[config.mk]
export PLATFORM = sky130hd
export DESIGN_NAME = mcs4_rom_responder
export DESIGN_NICKNAME = d
export VERILOG_FILES = /design/src/rtl/mcs4_rom_responder.sv
export SDC_FILE = /design/constraint.sdc
export NUM_CORES = 2
export LEC_CHECK = 0
export BUFFER_PORTS_ARGS = -buffer_cell sky130_fd_sc_hd__buf_4
export CAP_MARGIN = 30
export CELL_PAD_IN_SITES_DETAIL_PLACEMENT = 1
export CELL_PAD_IN_SITES_GLOBAL_PLACEMENT = 2
export CORE_ASPECT_RATIO = 1.25
export CORE_MARGIN = 3
export CORE_UTILIZATION = 54
export DETAILED_ROUTE_END_ITERATION = 8
export PLACE_DENSITY = 0.93
export REMOVE_ABC_BUFFERS = 1
export SETUP_SLACK_MARGIN = 0.2
export SYNTH_ARGS = -nofsm -noshare
export SYNTH_HDL_FRONTEND = slang
export SYNTH_SLANG_ARGS = --single-unit
[constraint.sdc]
create_clock -name clk -period 6.9 [get_ports clk]
set_input_delay 0.69 -clock clk [delete_from_list [all_inputs] [get_ports clk]]
set_output_delay 0.69 -clock clk [all_outputs]
set_load 0.05 [all_outputs]
[src/rtl/mcs4_rom_responder.sv]
// 4001-style program ROM responder on the MCS-4 multiplexed bus.
// It tracks the bus phase from SYNC, serves opcode fetches, and handles the SRC/WRR/RDR I/O port.
module mcs4_rom_responder #(
  parameter logic [3:0] Rom_id      = 4'd0,
  parameter logic [3:0] Io_out_mask = 4'b0000
) (
  input  logic       clk,
  input  logic       rst_n,
  input  logic       sync,
  input  logic       cm_rom,
  input  logic [3:0] d_in,
  output logic [3:0] d_out,
  output logic       d_oe,
  input  logic [3:0] io_in,
  output logic [3:0] io_out,
  input  logic       prog_we,
  input  logic [7:0] prog_addr,
  input  logic [7:0] prog_data
);

  localparam logic [3:0] OPA_WRR = 4'b0010;
  localparam logic [3:0] OPA_RDR = 4'b1010;

  typedef enum logic [2:0] {
    PH_A1 = 3'd0, PH_A2 = 3'd1, PH_A3 = 3'd2, PH_M1 = 3'd3,
    PH_M2 = 3'd4, PH_X1 = 3'd5, PH_X2 = 3'd6, PH_X3 = 3'd7
  } phase_t;

  logic [7:0] r_mem [256];

  phase_t     r_phase,   w_phase_nxt;
  logic       r_locked,  w_locked_nxt;
  logic [7:0] r_addr,    w_addr_nxt;
  logic [7:0] r_fetch,   w_fetch_nxt;
  logic       r_rom_sel, w_rom_sel_nxt;
  logic       r_src_sel, w_src_sel_nxt;
  logic       r_io_cyc,  w_io_cyc_nxt;
  logic [3:0] r_opa,     w_opa_nxt;
  logic [3:0] r_io_out,  w_io_out_nxt;
  logic       r_d_oe,    w_d_oe_nxt;
  logic [3:0] r_d_out,   w_d_out_nxt;

  logic [7:0] w_rd_byte;
  logic       w_hit;

  assign w_rd_byte = r_mem[r_addr];
  assign w_hit     = cm_rom & (d_in == Rom_id);

  // Array has no reset; the host may load it at any time, even while the bus runs.
  always_ff @(posedge clk) begin
    if (prog_we) r_mem[prog_addr] <= prog_data;
  end

  always_ff @(posedge clk or negedge rst_n) begin
    if (!rst_n) begin
      r_phase   <= PH_A1;
      r_locked  <= 1'b0;
      r_addr    <= 8'h00;
      r_fetch   <= 8'h00;
      r_rom_sel <= 1'b0;
      r_src_sel <= 1'b0;
      r_io_cyc  <= 1'b0;
      r_opa     <= 4'h0;
      r_io_out  <= 4'h0;
      r_d_oe    <= 1'b0;
      r_d_out   <= 4'h0;
    end else begin
      r_phase   <= w_phase_nxt;
      r_locked  <= w_locked_nxt;
      r_addr    <= w_addr_nxt;
      r_fetch   <= w_fetch_nxt;
      r_rom_sel <= w_rom_sel_nxt;
      r_src_sel <= w_src_sel_nxt;
      r_io_cyc  <= w_io_cyc_nxt;
      r_opa     <= w_opa_nxt;
      r_io_out  <= w_io_out_nxt;
      r_d_oe    <= w_d_oe_nxt;
      r_d_out   <= w_d_out_nxt;
    end
  end

  // Outputs are registered one phase early: the case arm for phase P prepares the drive for P+1.
  always_comb begin
    w_phase_nxt   = r_phase;
    w_locked_nxt  = r_locked;
    w_addr_nxt    = r_addr;
    w_fetch_nxt   = r_fetch;
    w_rom_sel_nxt = r_rom_sel;
    w_src_sel_nxt = r_src_sel;
    w_io_cyc_nxt  = r_io_cyc;
    w_opa_nxt     = r_opa;
    w_io_out_nxt  = r_io_out;
    w_d_oe_nxt    = 1'b0;
    w_d_out_nxt   = 4'h0;

    if (sync) begin
      w_phase_nxt   = PH_A1;
      w_locked_nxt  = 1'b1;
      w_rom_sel_nxt = 1'b0;
      w_io_cyc_nxt  = 1'b0;
    end else if (r_locked) begin
      w_phase_nxt = phase_t'(r_phase + 3'd1);
      case (r_phase)
        PH_A1: w_addr_nxt[3:0] = d_in;
        PH_A2: w_addr_nxt[7:4] = d_in;
        PH_A3: begin
          w_rom_sel_nxt = w_hit;
          w_fetch_nxt   = w_rd_byte;
          if (w_hit) begin
            w_d_oe_nxt  = 1'b1;
            w_d_out_nxt = w_rd_byte[7:4];
          end
        end
        PH_M1: begin
          if (r_rom_sel) begin
            w_d_oe_nxt  = 1'b1;
            w_d_out_nxt = r_fetch[3:0];
          end
        end
        PH_M2: begin
          w_opa_nxt    = d_in;
          w_io_cyc_nxt = cm_rom & r_src_sel;
        end
        PH_X1: begin
          if (r_io_cyc && (r_opa == OPA_RDR)) begin
            w_d_oe_nxt  = 1'b1;
            w_d_out_nxt = (io_in & ~Io_out_mask) | (r_io_out & Io_out_mask);
          end
        end
        PH_X2: begin
          // Inside an I/O instruction the X2 nibble is data, never an SRC chip number.
          if (r_io_cyc) begin
            if (r_opa == OPA_WRR) w_io_out_nxt = d_in & Io_out_mask;
          end else if (cm_rom) begin
            w_src_sel_nxt = (d_in == Rom_id);
          end
        end
        default: ;
      endcase
    end
  end

  assign d_oe   = r_d_oe;
  assign d_out  = r_d_out;
  assign io_out = r_io_out;

endmodule
Word-level counts from Yosys, hierarchy flattened:

Memories as Yosys holds them, arrays and structs flattened.
Cells that the tools add are included.
Widths: inputs -> output; s select.

* register bits: 28
* RAM bits: 2048
* input bits: 29
* memories kept: 1

* $add $sub $neg: 1
* equality and inequality tests: 7
* mux-type cells: 22
* bitwise operators: 4
* reduce and logical (&&, ||, !) cells: 13

Memories
* r_mem: depth 256, width 8, rd ports 1, clocked after memory_dff 0, wr ports 1, line 29 `logic [7:0] r_mem [256];`

Operators with widths (number)
* $mux 4: 5
* $mux 1: 13
* $pmux 4 s3: 1
* $reduce_and 3->1: 4
* $eq 3x3->1 const B: 3
* $eq 3x2->1 const B: 2
* $mux 3: 2
* $reduce_bool 2->1: 3
* $reduce_and 5->1: 1
* $eq 4x4->1 const B: 1
* $logic_not 4->1: 1
* $reduce_and 2->1: 2
* $add 3x1->3 const B: 1
* $eq 3x1->1 const B: 1
* $logic_not 3->1: 1
* $pmux 1 s3: 1
* $and 1x1->1: 2
* $not 1->1: 2
* $logic_and 1x1->1: 1

Logic depth before layout (Yosys ltp):

* depth in word-level cells: 6
* mapped depth: 13
* gate-level depth less buffers: 8

Worst setup path after synthesis:

No wires, ideal clock.

* path type: input-to-reg
* start: input port prog_addr[3]
* end: memory r_mem[235][0], enable pin
* setup time: 370 ps
* data arrival time: 2136 ps
* slack: 4394 ps
* stages: 6
* buffers on the path: 3
* cells stage by stage: clkbuf_1 -> nor2b_1 -> clkbuf_1 -> nand4_1 -> clkbuf_1 -> nor2_1

RTL lines
* start: declaration: line 17 `input logic [7:0] prog_addr,`
* end: declaration: line 29

Straight into the memory's write port.

Final worst setup path:

* start: register r_addr[1]
* end: register r_d_out[1] (netlist: d_out[1])

* cells in the longest elaborated chain, start to end: 5

RTL lines
* start: declaration: line 33 `logic [7:0] r_addr, w_addr_nxt;`
* start signal: assignment: line 70 `r_addr <= w_addr_nxt;`
* $mem_v2 256x8
* $mux 4: line 109 `if (w_hit) begin`
* $pmux 4 s3: line 103 `case (r_phase)`
* $mux 4: line 101 `end else if (r_locked) begin`
* $mux 4: line 96 `if (sync) begin`
* via w_d_out_nxt[1]: line 41 `logic [3:0] r_d_out, w_d_out_nxt;`
* end signal: assignment: line 78 `r_d_out <= w_d_out_nxt;`
* end: declaration: line 41

The timed path passes the listed nets, and every way through them passes these cells.
A chain may end at the register's enable or synchronous reset.

==> impl_results.md <==
* DR DRC count at 0
* Yosys warning count at 0
* Sw Ratio at 27.0%
* Post_cts resized at 0
* CTS sink cnt at 2076
* RD Place Congestion at 0.892
* Root Buffer: clkbuf_16
* I/O Buffers at 33
* Starting Density at 54.5%
* Number of distinct library cells after synthesis at 64
* Clk_lat worst skew at 0.86 ns
* Final cell count without fillers at 6111
* Final core utilization at 60.7%
* Seq pwr share at 46.3%
* Final setup vio count at 0
* Total power at 30.4 mW
* WP buf/inv at 2
* Critical Path Source: r_addr[1]$_DFFE_PN0P_
* Worst path arrival time at 5.29 ns
* RSZ-0062 raised after global routing: no
* Psw at 8.20 mW
* Internal Power at 22.2 mW
* Die Span Y at 439 um
* First-pass GRT wire length at 340000 um
* Final HPWL DP at 137000 um
* Pre-CTS setup slack at 2.61 ns
* Num CTS Buffers at 190
* Core Area at 149000 um2
* Final hold viol count at 0
* Die width at 352 um
* Worst hold path class: primary input to flop
* CP max stage cell: o32ai_1
* Max stage delay on crit path at 0.89 ns
* Final Skew at 0.0555 ns
* TritonCTS clock tree: yes
* Setup TNS at 0 ns
* H-tree depth at 4
* Synth Flop Type: edfxtp_1
* Min-delay src: sync
* Gr usage total at 31.0%
* Antenna violations before repair at 14
* Vias in the first global route at 44700
* CP Capture Type: flop
* IR drop worst, VDD at 0.304 mV
* Launch point of the worst reg-to-reg path: r_addr[1]$_DFFE_PN0P_
* Number of synthesized flops with an enable pin at 2048
* Top cell type's share of synthesized area at 76.0%
* Worst-margin pin slew at 1.27 ns
* Final ANT Viol Nets at 0
* Clock slew at reported path FFs at 0.07 ns
* Routed WL at 246000 um
* Dominant cells by area after synthesis: edfxtp_1 76%, mux4_2 14%, mux2i_1 1.6%, nor2_1 1.4%, dfrtp_1 0.87%
* Grt total ovfl at 0
* Mapped Avg Cell Area at 21.2 um2
* CP Max Fanout at 127
* Comb power frac at 16.9%
* Fmax at 218 MHz
* Vias at 43900
* Slew Viols, Final at 0
* Pin count of the biggest net entering global routing at 161
* Clk pwr share at 36.8%
* Ports at 38
* Crit-path leading delay family: compound AO/OA/AOI/OAI gates
* Wire length per cell at 40.2 um
* Worst endpoint required time at 7.60 ns
* Post-CTS Hold Buffers at 1
* Clock buffer depth at 3
* Worst Setup Start Kind: flop
* DRT Pass-1 Iters at 6
* Placed Area at 83200 um2
* Proportion of layout cells with a drive suffix above 1 at 24.2%
* Pwr dens at 336 nW/um2
* Status: finished clean
* Setup WS post-layout at 2.31 ns
* Hold slack at 0.104 ns
* Fin area at 90300 um2
* Placed insts at 5706
* Layout Nets at 3972
* Synthesized instance count at 3820
* Flops & latches, synth at 2076
* Netlist Area Pre-Place at 81000 um2
* Area delta synth->final at 11.5%
* Tcrit/Tclk final at 66.6%
* Lkg Pwr at 27.7 nW
* Max Cap Violations at 0
* Slew margin rel. at 15.2%
* Clock period minus final worst setup slack at 4.59 ns
* DR vias/cell at 7.18
* Initial DRC Count at 7657
* Post-CTS Setup Inserts at 0
* Crit path kind: flop to flop
* FP Rows at 158
* Synth area leader: edfxtp_1
* Register area share after synthesis at 76.8%
* Fraction of registers with async set/reset at 1.35%
* Die ar. at 155000 um2
* CP Cell Sequence: buf_12 -> buf_4 -> mux4_2 -> o22ai_1 -> or3_1 -> o21ai_0 -> o32ai_1 -> o41ai_1
## cells in the final DEF (no fill, tap or decap), types with 37 or more instances in the layout
cell type and n:
mux2i_1 130, nand2_1 97, nor2_1 301, mux4_2 502
nand3_1 37, clkinv_2 38, clkinv_1 37, o221ai_1 46
edfxtp_1 2048, o22ai_1 65, clkbuf_16 196, buf_4 108
## final cells by class
class	instances	area, um2
well taps	2000	2500
diodes	7	17.5
flip-flops and latches	2076	62200
inverters	11	43.8
fillers	12200	58400
multi-input cells	1505	17400
repair buffers	154	1570
clock inverters	127	1370
clock buffers	231	5100
## worst paths after layout
| kind | end | slack [ns] | depth (start not counted) |
|---|---|---|---|
| max | d_out[1]$_DFF_PN0_ | 2.31 | 8 |
| min | r_io_cyc$_DFFE_PN0P_ | 0.10 | 2 |
| max in group asynchronous | r_addr[0]$_DFFE_PN0P_ | 6.18 | 2 |
| max reg2reg | d_out[1]$_DFF_PN0_ | 2.31 | 8 |
| min reg2reg | r_opa[1]$_DFFE_PN0P_ | 0.51 | 1 |
| min in group asynchronous | d_oe$_DFF_PN0_ | 0.33 | 2 |
## power groups by stage
stage | Sequential (mW) | Clock (mW) | Combinational (mW)
after global placement | 14.3 | 0 | 4.67
after detailed placement | 14.3 | 0 | 4.83
final | 14.1 | 11.2 | 5.13
after global routing | 14.1 | 11.7 | 5.25
after CTS | 14.1 | 11.1 | 4.95
after floorplan | 14.7 | 0 | 4.00
## cells by family after synthesis
family                     Yosys count  share of synthesized area, %
xor gates and xnor gates             1                        0.0108
adders and majority gates            5                        0.0773
buffers and inverters              242                          1.69
AOI/OAI and AO/OA                  275                          2.51
and+or+nand+nor                    571                          3.08
other                                1                       0.00463
DFF                               2076                          76.8
muxes                              649                          15.8
## synth_stat cells (29+ instances only)
library cell  instances
mux4_2              502
clkbuf_1             97
a21oi_1              34
nand2_1              99
o22ai_1              65
buf_6                29
mux2i_1             130
nor2_1              301
edfxtp_1           2048
nor3_1               32
nand3_1              42
buf_2                57
o221ai_1             46
buf_4                34
## layer usage
layer  vias up  global-route usage (%)  routed length (um)
met5         -                   0.125                  32
met2      3964                    49.0              118000
li1      16200                       -                   -
met1     22800                    39.5               81400
met4         6                    17.8               18000
met3       933                    7.73               28500
## sequential cells by signal, indices dropped and copies added, names as in the netlist, 3 cells and up
signal / flops
d_out: 4
r_addr: 8
r_fetch: 4
r_mem: 2048
r_opa: 4
r_phase: 3
Power figures use the tool's default switching activity.
